File: config.mk
export PLATFORM = sky130hd
export DESIGN_NAME = dac8734_serial_engine
export DESIGN_NICKNAME = d
export VERILOG_FILES = /design/src/rtl/dac8734_pkg.sv /design/src/rtl/dac8734_frame_shifter.sv /design/src/rtl/dac8734_serial_engine.sv
export SDC_FILE = /design/constraint.sdc
export NUM_CORES = 1
export LEC_CHECK = 0
export ABC_AREA = 1
export CAP_MARGIN = 20
export CELL_PAD_IN_SITES_DETAIL_PLACEMENT = 0
export CELL_PAD_IN_SITES_GLOBAL_PLACEMENT = 1
export CORE_MARGIN = 3
export CORE_UTILIZATION = 24
export DETAILED_ROUTE_END_ITERATION = 8
export GPL_ROUTABILITY_DRIVEN = 0
export PLACE_DENSITY = 0.79
export REMOVE_ABC_BUFFERS = 1
export SKIP_CTS_REPAIR_TIMING = 1
export SYNTH_ARGS = -nofsm -noshare
export SYNTH_HDL_FRONTEND = slang
export SYNTH_SLANG_ARGS = --single-unit
File: constraint.sdc
create_clock -name DAC_REF_CLK -period 2.6 [get_ports DAC_REF_CLK]
set_input_delay 0.78 -clock DAC_REF_CLK [delete_from_list [all_inputs] [get_ports DAC_REF_CLK]]
set_output_delay 0.78 -clock DAC_REF_CLK [all_outputs]
set_load 0.01 [all_outputs]
File: src/rtl/dac8734_pkg.sv
// Shared definitions for the DAC8734 serial transmit path.
//   FRAME_BITS / NUM_DAC / CH_PER_DAC : frame and device geometry
//   job_e   : which bank request the engine is serving
//   state_e : engine and shifter states (each module uses its own subset)
//   build_write_frame : 24-bit data-register write frame for one channel
//   dev_onehot / lowest_set : device-select helpers
package dac8734_pkg;

  localparam int FRAME_BITS = 24;
  localparam int NUM_DAC    = 5;
  localparam int CH_PER_DAC = 4;
  localparam int NUM_CH     = NUM_DAC * CH_PER_DAC;

  localparam logic [5:0] DATA_REG_BASE = 6'h08;
  localparam logic       WRITE_BIT     = 1'b0;

  typedef enum logic { JOB_OUTPUT, JOB_SET } job_e;

  typedef enum logic [2:0] {
    ST_IDLE, ST_LOAD, ST_CS_SETUP, ST_SHIFT, ST_CS_HOLD, ST_GAP, ST_DONE_WAIT
  } state_e;

  function automatic logic [FRAME_BITS-1:0] build_write_frame(input logic [1:0]  ch,
                                                              input logic [15:0] data);
    return {WRITE_BIT, 1'b0, DATA_REG_BASE + {4'b0000, ch}, data};
  endfunction

  function automatic logic [NUM_DAC-1:0] dev_onehot(input logic [2:0] dev);
    logic [NUM_DAC-1:0] one;
    one = '0;
    one[0] = 1'b1;
    return one << dev;
  endfunction

  // {found, index} of the lowest set bit
  function automatic logic [3:0] lowest_set(input logic [NUM_DAC-1:0] m);
    logic [3:0] r;
    r = '0;
    for (int i = NUM_DAC - 1; i >= 0; i--)
      if (m[i]) r = {1'b1, 3'(i)};
    return r;
  endfunction

endpackage

File: src/rtl/dac8734_frame_shifter.sv
// Shifts one 24-bit frame out to a single DAC8734: nCS setup, 24 SCLK
// periods (SDI updated on rising SCLK, sampled by the DAC on falling),
// nCS hold, then the inter-frame gap.
//   load/frame/dev : frame request (accepted when idle or in the last gap cycle)
//   busy           : frame or gap in progress
//   frame_done     : last gap cycle; a load in this cycle starts back-to-back
//   sclk/ncs/sdi   : registered device pins
module dac8734_frame_shifter
  import dac8734_pkg::*;
#(
  parameter int HALF_PERIOD = 2,
  parameter int CS_GAP      = 4
) (
  input  logic                  DAC_REF_CLK,
  input  logic                  nRESET,
  input  logic                  load,
  input  logic [FRAME_BITS-1:0] frame,
  input  logic [2:0]            dev,
  output logic                  busy,
  output logic                  frame_done,
  output logic [NUM_DAC-1:0]    sclk,
  output logic [NUM_DAC-1:0]    ncs,
  output logic                  sdi
);

  localparam logic [3:0] HP_LAST  = 4'(HALF_PERIOD - 1);
  localparam logic [3:0] GAP_LAST = 4'(CS_GAP - 1);

  state_e                state_q, state_d;
  logic [3:0]            cnt_q;
  logic [4:0]            bit_q;     // bits already launched minus one
  logic                  ph_q;      // 1: SCLK high half
  logic [2:0]            dev_q;
  logic [FRAME_BITS-1:0] sr_q;
  logic                  hp_last, gap_last, last_bit, accept;

  assign hp_last    = (cnt_q == HP_LAST);
  assign gap_last   = (cnt_q == GAP_LAST);
  assign last_bit   = (bit_q == 5'd23);
  // Ending the gap on the same cycle a new load is taken keeps the frame
  // period at exactly 50 half-periods plus CS_GAP.
  assign frame_done = (state_q == ST_GAP) && gap_last;
  assign accept     = load && ((state_q == ST_IDLE) || frame_done);
  assign busy       = (state_q != ST_IDLE);

  always_ff @(posedge DAC_REF_CLK or negedge nRESET)
    if (!nRESET) state_q <= ST_IDLE;
    else         state_q <= state_d;

  always_comb begin
    state_d = state_q;
    case (state_q)
      ST_IDLE:     if (accept) state_d = ST_CS_SETUP;
      ST_CS_SETUP: if (hp_last) state_d = ST_SHIFT;
      ST_SHIFT:    if (hp_last && !ph_q && last_bit) state_d = ST_CS_HOLD;
      ST_CS_HOLD:  if (hp_last) state_d = ST_GAP;
      ST_GAP:      if (gap_last) state_d = accept ? ST_CS_SETUP : ST_IDLE;
      default:     state_d = ST_IDLE;
    endcase
  end

  always_ff @(posedge DAC_REF_CLK or negedge nRESET)
    if (!nRESET) begin
      cnt_q <= '0;
      bit_q <= '0;
      ph_q  <= 1'b0;
      dev_q <= '0;
      sr_q  <= '0;
      sclk  <= '0;
      ncs   <= '1;
      sdi   <= 1'b0;
    end else begin
      // phase counter restarts on every state change and every SCLK half
      if ((state_d != state_q) || ((state_q == ST_SHIFT) && hp_last)) cnt_q <= '0;
      else if (state_q != ST_IDLE)                                    cnt_q <= cnt_q + 4'd1;

      if (accept) begin
        sr_q  <= frame;
        dev_q <= dev;
        sdi   <= frame[FRAME_BITS-1];
        ncs   <= ~dev_onehot(dev);
        sclk  <= '0;
        bit_q <= '0;
        ph_q  <= 1'b0;
      end else begin
        case (state_q)
          ST_CS_SETUP: if (hp_last) begin
            sclk <= dev_onehot(dev_q);
            ph_q <= 1'b1;
            sdi  <= sr_q[FRAME_BITS-1];
            sr_q <= {sr_q[FRAME_BITS-2:0], 1'b0};
          end
          ST_SHIFT: if (hp_last) begin
            if (ph_q) begin
              sclk <= '0;
              ph_q <= 1'b0;
            end else if (!last_bit) begin
              sclk  <= dev_onehot(dev_q);
              ph_q  <= 1'b1;
              sdi   <= sr_q[FRAME_BITS-1];
              sr_q  <= {sr_q[FRAME_BITS-2:0], 1'b0};
              bit_q <= bit_q + 5'd1;
            end
          end
          ST_CS_HOLD: if (hp_last) begin
            ncs <= '1;
            sdi <= 1'b0;
          end
          default: ;
        endcase
      end
    end

endmodule

File: src/rtl/dac8734_serial_engine.sv
// DAC8734 serial engine: synchronizes the bank's TX_START / SET_START levels,
// sequences either the 20 channel-write frames or the raw SET frames through
// the frame shifter, and answers with READY / OUTPUT_DONE / SET_DONE levels.
//   DAC_REF_CLK, nRESET           : engine clock, async active-low reset
//   TX_START, SET_START           : request levels from the 100 MHz bank
//   DAC_OUTPUT_DATA, SET_BUFFER0/1: quasi-static data, stable while READY=1
//   DAC_SCLK, DAC_nCS, DAC_SDI    : device pins
//   DAC_READY, DAC_OUTPUT_DONE, DAC_SET_DONE : 4-phase handshake back to the bank
module dac8734_serial_engine
  import dac8734_pkg::*;
#(
  parameter int HALF_PERIOD = 2,
  parameter int CS_GAP      = 4
) (
  input  logic                  DAC_REF_CLK,
  input  logic                  nRESET,
  input  logic                  TX_START,
  input  logic [NUM_DAC-1:0]    SET_START,
  input  logic [16*NUM_CH-1:0]  DAC_OUTPUT_DATA,
  input  logic [15:0]           SET_BUFFER0,
  input  logic [15:0]           SET_BUFFER1,
  output logic [NUM_DAC-1:0]    DAC_SCLK,
  output logic [NUM_DAC-1:0]    DAC_nCS,
  output logic                  DAC_SDI,
  output logic                  DAC_READY,
  output logic                  DAC_OUTPUT_DONE,
  output logic                  DAC_SET_DONE
);

  logic               tx_s1, tx_s2;
  logic [NUM_DAC-1:0] set_s1, set_s2;

  always_ff @(posedge DAC_REF_CLK or negedge nRESET)
    if (!nRESET) begin
      tx_s1  <= 1'b0;
      tx_s2  <= 1'b0;
      set_s1 <= '0;
      set_s2 <= '0;
    end else begin
      tx_s1  <= TX_START;
      tx_s2  <= tx_s1;
      set_s1 <= SET_START;
      set_s2 <= set_s1;
    end

  // Engine uses ST_SHIFT to mean "frames in flight in the shifter".
  state_e             state_q, state_d;
  job_e               job_q;
  logic [4:0]         idx_q;     // channel index (OUTPUT) or device (SET)
  logic [NUM_DAC-1:0] mask_q;

  logic                  shf_busy, frame_done, load;
  logic [FRAME_BITS-1:0] frame;
  logic [2:0]            dev;
  logic [3:0]            first_set, above_set;
  logic [NUM_DAC-1:0]    below_mask;
  logic                  more;
  logic [4:0]            nxt_idx, sel_idx;
  logic                  unused_buf_hi;

  assign unused_buf_hi = ^SET_BUFFER1[15:8];   // never transmitted

  assign first_set  = lowest_set(set_s2);
  // devices at or below the current one are already served; 2<<4 wraps to 0
  assign below_mask = (5'd2 << idx_q[2:0]) - 5'd1;
  assign above_set  = lowest_set(mask_q & ~below_mask);

  always_comb begin
    more    = 1'b0;
    nxt_idx = idx_q;
    if (job_q == JOB_OUTPUT) begin
      more    = (idx_q != 5'(NUM_CH - 1));
      nxt_idx = idx_q + 5'd1;
    end else begin
      more    = above_set[3];
      nxt_idx = {2'b00, above_set[2:0]};
    end
  end

  always_ff @(posedge DAC_REF_CLK or negedge nRESET)
    if (!nRESET) state_q <= ST_IDLE;
    else         state_q <= state_d;

  always_comb begin
    state_d = state_q;
    case (state_q)
      ST_IDLE:      if (!shf_busy && (tx_s2 || (set_s2 != '0))) state_d = ST_LOAD;
      ST_LOAD:      state_d = ST_SHIFT;
      ST_SHIFT:     if (frame_done && !more) state_d = ST_DONE_WAIT;
      ST_DONE_WAIT: if ((job_q == JOB_OUTPUT) ? !tx_s2 : (set_s2 == '0)) state_d = ST_IDLE;
      default:      state_d = ST_IDLE;
    endcase
  end

  // job bookkeeping; OUTPUT wins when both requests are present
  always_ff @(posedge DAC_REF_CLK or negedge nRESET)
    if (!nRESET) begin
      job_q  <= JOB_OUTPUT;
      idx_q  <= '0;
      mask_q <= '0;
    end else if ((state_q == ST_IDLE) && (state_d == ST_LOAD)) begin
      job_q  <= tx_s2 ? JOB_OUTPUT : JOB_SET;
      mask_q <= set_s2;
      idx_q  <= tx_s2 ? 5'd0 : {2'b00, first_set[2:0]};
    end else if ((state_q == ST_SHIFT) && frame_done && more) begin
      idx_q  <= nxt_idx;
    end

  always_comb begin
    load    = 1'b0;
    sel_idx = idx_q;
    case (state_q)
      ST_LOAD:  load = 1'b1;
      ST_SHIFT: if (frame_done && more) begin
        load    = 1'b1;
        sel_idx = nxt_idx;
      end
      default: ;
    endcase

    if (job_q == JOB_OUTPUT) begin
      dev   = sel_idx[4:2];
      frame = build_write_frame(sel_idx[1:0], DAC_OUTPUT_DATA[{sel_idx, 4'b0000} +: 16]);
    end else begin
      dev   = sel_idx[2:0];
      frame = {SET_BUFFER1[7:0], SET_BUFFER0};
    end

    DAC_READY       = (state_q == ST_IDLE);
    DAC_OUTPUT_DONE = (state_q == ST_DONE_WAIT) && (job_q == JOB_OUTPUT);
    DAC_SET_DONE    = (state_q == ST_DONE_WAIT) && (job_q == JOB_SET);
  end

  dac8734_frame_shifter #(
    .HALF_PERIOD (HALF_PERIOD),
    .CS_GAP      (CS_GAP)
  ) u_shf (
    .DAC_REF_CLK (DAC_REF_CLK),
    .nRESET      (nRESET),
    .load        (load),
    .frame       (frame),
    .dev         (dev),
    .busy        (shf_busy),
    .frame_done  (frame_done),
    .sclk        (DAC_SCLK),
    .ncs         (DAC_nCS),
    .sdi         (DAC_SDI)
  );

endmodule

==> run metrics, run 1 <==
share of cells above drive strength 1=roughly 16%; number of H-tree levels=3; Vias/cell=approximately 4.6; Hold Vio Cnt, Final=0; Routed Antenna Nets=0; power per cell area=717 nW/µm²; Max VDD drop=531 µV; clk root buf=clkbuf_16; via count=10400; pin count of the biggest net entering global routing=73; Overall Global Routing Usage=19.0%; kind of critical path=flip-flop to flip-flop; status=finished, violations left; Syn Inst Count=roughly 1400; Tcrit/Tclk final=114%; worst-skew pair later-pin latency=between 0.3 and 0.4 ns; max-cap viol count=0; Die Y=~190 µm; vias in the first global route=around 10000; Core ar.=around 32000 µm²; Arr. time, crit path=3.19 ns; slowest stage cell on the critical path=dfrtp_1; area of the mapped netlist=approximately 8000 µm²; fillcell total=approximately 3300; CP startpoint=idx_q[0]; Slew HR=59.1%; RSZ-0062 raised after global routing=yes; Reg clk slew, reported paths=0.06 ns; Worst Path Required=~2.8 ns; Seq cells post-synth=76; Initial Utilization=24.6%; first-pass GRT wire length=around 54000 µm; crit-path max FO=13; Synth-to-Final Area Change=81.6%; sequential cell area=between 1500 and 2000 µm²; crit-path cells=inv_2 -> buf_4 -> ha_4 -> o21ai_4 -> nand2_1 -> nand2_1 -> nand3_2 -> nand2_4 -> nand3_4 -> nand2_8 -> nand2_8 -> buf_12 -> buf_6 -> o21ai_0 -> o22ai_2 -> a31oi_1 -> nand2_1 -> nand2_1 -> nand2_1; Layout Nets=about 2200; Startpoint Class=flip-flop; sequential-to-total area share from yosys stat=between 20% and 30%; gr ovfl total=0; wire per inst=16.6 µm; Worst Skew=~0.0065 ns; DRC errors left=0; CTS tree=yes; Crit. End Element=flip-flop; Die Width=between 150 and 200 µm; CP Buf/Inv Count=4; I/O Buffers=365; failing checks=negative setup slack; multi-input logic area=5170 µm²; FFs w/ async S/R, synth=100%; drt total wl=around 37000 µm; HPWL after DPL=roughly 27000 µm; WHS=between 0.3 and 0.4 ns; Slew @ Worst Pin=around 0.6 ns; Post-synth EDFFs=0; Hold Crit Start=tx_s1; count of different cell masters after synthesis=44; crit-path max cell delay=roughly 0.43 ns; Crit Reg-Reg Startpoint=idx_q[0]; YS warnings=0; Max Clk Rate=~340 MHz; min Tclk post-route=2.96 ns; Leakage=just under 7 nW; average cell area after synthesis=~5.7 µm²; TNS Setup=-9.67 ns; initial antenna violation count=2; total I/O pin count=about 370; setup ws final=-0.362 ns; DRT iter0 DRCs=~530; Final Max Slew Viols=0; DIE AREA=between 30000 and 40000 µm²; CTS buffer count=9; first-pass iteration count of the detailed router=5; crit-path leading delay family=simple AND/OR/NAND/NOR gates; most used cell, CP=nand2_1; Hold Path Class=flip-flop to flip-flop; ys flop type=dfrtp_1; Final Setup Violations=47; Clock Sinks=76; CTS Buffer Depth=2; # rows=65
-- where the power goes --
group / total [mW] / internal (mW) / switching [mW]
Combinational: 6.97 / 3.23 / 3.74
Sequential: 1.85 / 1.60 / 0.258
Clock: 1.38 / 0.846 / 0.535
Total: 10.2 / 5.68 / 4.53
-- final timing paths --
path                       slack [ns]        endpoint  cells past startpoint
max in group asynchronous        1.55   u_shf.sr_q[4]                      2
hold / removal                   0.35           tx_s2                      0
min in group asynchronous        0.44       set_s1[2]                      1
setup reg to reg                -0.36  u_shf.sr_q[13]                     19
setup / recovery                -0.36  u_shf.sr_q[13]                     19
hold reg to reg                  0.35           tx_s2                      0
-- metrics by stage --
stage	worst slack [ns]	instance area [µm²]	power (mW)	utilization, %	std cells
global route	-0.504	14200	11.0	44.7	2253
finish	-0.362	14200	10.2	44.7	2253
floorplan	-2.85	7420	4.88	-	1286
global placement	-0.380	12600	7.42	39.5	2185
detailed placement	-0.392	12600	7.50	39.5	2185
CTS	-0.408	12900	8.92	40.5	2201
-- cell families after synthesis --
| family | after synthesis | synth area share [%] |
|---|---|---|
| AND/OR/NAND/NOR | 769 | 43.1 |
| XOR/XNOR | 4 | 0.447 |
| buffers and inverters | 316 | 16.7 |
| multiplexers | 1 | 0.144 |
| adder cells (fa/ha/maj) | 9 | 1.44 |
| AO/OA/AOI/OAI | 193 | 13.9 |
| flip-flops | 76 | 24.3 |
-- cell usage in the layout (no fill, tap or decap), drive strengths merged, types with 3 or more instances in the layout --
cell type      instances
a21oi                 61
a31oi                 11
buf                  139
clkbuf                19
clkdlybuf4s50        364
clkinv                 6
dfrtp                 71
dfstp                  5
ha                     9
inv                  231
nand2                388
nand3                216
nand3b                28
nand4                  6
nor2                 119
nor3                   9
o211ai                20
o21ai                 79
o22ai                 10
o31ai                  3
o32ai                  4
or2                    3
xor2                   4
-- metal layers --
layer	vias to the layer above	share of wire [%]	GRT usage [%]
met2	357	49	33.6
met3	51	6.0	3.38
li1	5238	-	-
met4	2	2.2	5.15
met5	-	0.035	0
met1	4736	43	23.7
-- sequential cells by signal (all words and copies together) (netlist names), 4 cells and up --
register	count
u_shf.sr_q	24
idx_q	5
set_s1	5
set_s2	5
u_shf.bit_q	5
u_shf.ncs	5
u_shf.sclk	5
mask_q	4
u_shf.cnt_q	4
-- final cells by class --
cell class / count / share of cell area (%)
clock inverter: 7 / 0.694
multi-input combinational: 978 / 36.3
timing repair buffer: 513 / 37.9
tap: 435 / 3.82
clock buffer: 9 / 1.58
inverter: 234 / 6.32
antenna: 1 / 0.0176
sequential: 76 / 13.4
-- synth_stat cells, drive strengths merged (2+ instances only) --
master  instances  area [µm²]
nand2         386        1470
inv           233         875
nand3         216        1100
nor2          119         480
o21ai          79         403
dfrtp          71        1780
a21oi          61         305
buf            54         323
clkbuf         28         105
nand3b         28         210
o211ai         20         150
a31oi          11        68.8
o22ai          10        62.6
ha              9         113
nor3            9        45.0
nand4           6        43.8
dfstp           5         131
o32ai           4        35.0
xor2            4        35.0
o31ai           3        22.5
or2             3        18.8
a211oi          2        15.0
Note: power is estimated with default switching activity, not from simulation.
==> run 2, diff against run 1 <==
Settings changed: ABC_AREA 1 to not set, CORE_UTILIZATION 24 to 25.
==> run metrics, run 2 <==
Synth area leader=dfrtp_1; FFs w/ async S/R, synth=100%; Crit. End Element=flip-flop; Hold Vio Cnt, Final=0; Startpoint Class=flip-flop; Vias/cell=5.27; Arr. time, crit path=roughly 3.5 ns; share of cells above drive strength 1=between 20% and 30%; CTS Buffer Depth=2; sequential-to-total area share from yosys stat=between 20 and 30%; Initial Utilization=25.6%; count of different cell masters after synthesis=85; gr ovfl total=0; RSZ-0062 raised after global routing=yes; max FFs per register=24; total I/O pin count=approximately 370; Clock Sinks=76; status=finished, violations left; min Tclk post-route=around 3.3 ns; Synth-to-Final Area Change=86.7%; Syn Inst Count=1010; DP Area=~13000 µm²; CTS tree=yes; number of H-tree levels=3; Seq cells post-synth=76; worst-skew pair later-pin latency=0.34 ns; Hold Crit Start=tx_s1; Reg clk slew, reported paths=~0.060 ns; reg-to-reg slack, setup=-0.70 ns; # diodes=0; Max VDD drop=345 µV; Max Clk Rate=roughly 300 MHz; max-cap viol count=0; DIE AREA=between 30000 and 40000 µm²; Core ar.=29000 µm²; Overall Global Routing Usage=roughly 22%; power per cell area=roughly 420 nW/µm²; synth top area cells=dfrtp_1 (24%), nand2_1 (12%), a21oi_1 (4.6%); vias in the first global route=roughly 9700; Layout Nets=~1900; Largest Register=u_shf.sr_q; YS warnings=0; via count=a little under 10000; DRC errors left=0; wire per inst=between 20 and 25 µm; first-pass iteration count of the detailed router=5; hold path cells=0; most frequent cell after synthesis=nand2_1; Yosys top cell area share=between 20% and 30%; Final Max Slew Viols=0; Worst Path Required=~2.8 ns; Die Width=between 150 and 200 µm; failing checks=negative setup slack; setup ws final=-0.699 ns; Tcrit/Tclk final=127%; worst flop-to-flop path endpoint=u_shf.sr_q[15]; commonest cells in the netlist=nand2_1 (238), nor2_1 (78), dfrtp_1 (71); Leakage=around 5.6 nW; Worst Hold Endpoint=tx_s2; Final Setup Violations=40; commonest non-fill, non-tap cells in the layout=clkdlybuf4s50_1 (363), nand2_1 (232), buf_4 (137); Post-synth EDFFs=0; total power=roughly 5.8 mW; initial antenna violation count=2; drt total wl=about 39000 µm; Hold Path Class=flip-flop to flip-flop; CTS buffer count=9; Slew HR=between 50% and 60%; first-pass GRT wire length=54900 µm; clk root buf=clkbuf_16; post-layout util=~48%; area of the mapped netlist=between 7000 and 8000 µm²; DRT iter0 DRCs=about 620; Crit Reg-Reg Startpoint=idx_q[0]; pin count of the biggest net entering global routing=between 40 and 50; Slew @ Worst Pin=slightly above 0.6 ns; # rows=slightly above 60; post-route cell area=about 14000 µm²; I/O Buffers=~370; Worst Skew=approximately 0.0062 ns; ys flop type=dfrtp_1; HPWL after DPL=roughly 31000 µm; most common cell after layout, fill and taps aside=clkdlybuf4s50_1; Die Y=178 µm; crit-path max FO=8; number of cells on the worst reg-to-reg path=13; kind of critical path=flip-flop to flip-flop; Routed Antenna Nets=0; average cell area after synthesis=roughly 7.3 µm²
[run 2: power by group]
| part | internal (mW) | switching (mW) |
|---|---|---|
| registers | 1.40 | 0.161 |
| logic | 1.61 | 1.41 |
| clock network | 0.726 | 0.524 |
[run 2: critical path, cell delays in order (launching register included)]
cell and delay (ns):
dfrtp_2 0.45, buf_6 0.13, ha_4 0.15, nand2_2 0.08, ha_4 0.20, nand2_2 0.08
nand2_2 0.06, or3_4 0.45, o31a_4 0.48, and3_4 0.19, a211oi_2 0.16, a31oi_2 0.09
a221o_1 0.37, a221o_1 0.29
[run 2: area by class of cell]
cell class              count  area [µm²]
repair buffers            554        5530
inverters                  11        41.3
clock buffers              13         270
multi-input cells         844        5600
clock inverters             3        21.3
fillers                  2821       15200
flip-flops and latches     76        1910
well taps                 384         480
[run 2: stage by stage]
stage	setup WS, ns	hold WS (ns)	std cells	setup TNS, ns
after floorplan	-2.35	0.331	930	-76.31
after global placement	-0.745	0.333	1832	-18.55
after detailed placement	-0.917	0.335	1832	-24.28
after CTS	-0.918	0.348	1848	-24.99
after global routing	-0.763	0.355	1885	-20.34
final	-0.699	0.347	1885	-16.48
[run 2: layer usage]
layer / GRT usage, % / wire (µm) / up-vias
met1: 28.0 / 15800 / 4752
met3: 4.62 / 2550 / 65
met2: 39.2 / 19700 / 399
met4: 5.49 / 921 / 4
met5: 0 / 27 / -
li1: - / - / 4711
[run 2: worst max-delay path by stage]
stage | cells after the start | startpoint | to | slack, ns
after CTS | 14 | idx_q[0] | u_shf.sr_q[15] | -0.92
after global routing | 14 | idx_q[0] | u_shf.sr_q[15] | -0.76
after floorplan | 12 | idx_q[0] | u_shf.sr_q[11] | -2.35
after global placement | 14 | idx_q[0] | u_shf.sr_q[15] | -0.75
after detailed placement | 14 | idx_q[0] | u_shf.sr_q[15] | -0.92
final | 13 | idx_q[0] | u_shf.sr_q[15] | -0.70
[run 2: cell families after synthesis]
| kind of cell | count (synthesis) | share of synthesized area (%) |
|---|---|---|
| buffers and inverters | 91 | 5.95 |
| flip-flops | 76 | 25.7 |
| AND/OR/NAND/NOR | 483 | 31.1 |
| XOR/XNOR | 8 | 0.944 |
| AO/OA/AOI/OAI | 302 | 29.1 |
| adder cells (fa/ha/maj) | 9 | 1.52 |
| multiplexers | 41 | 5.67 |
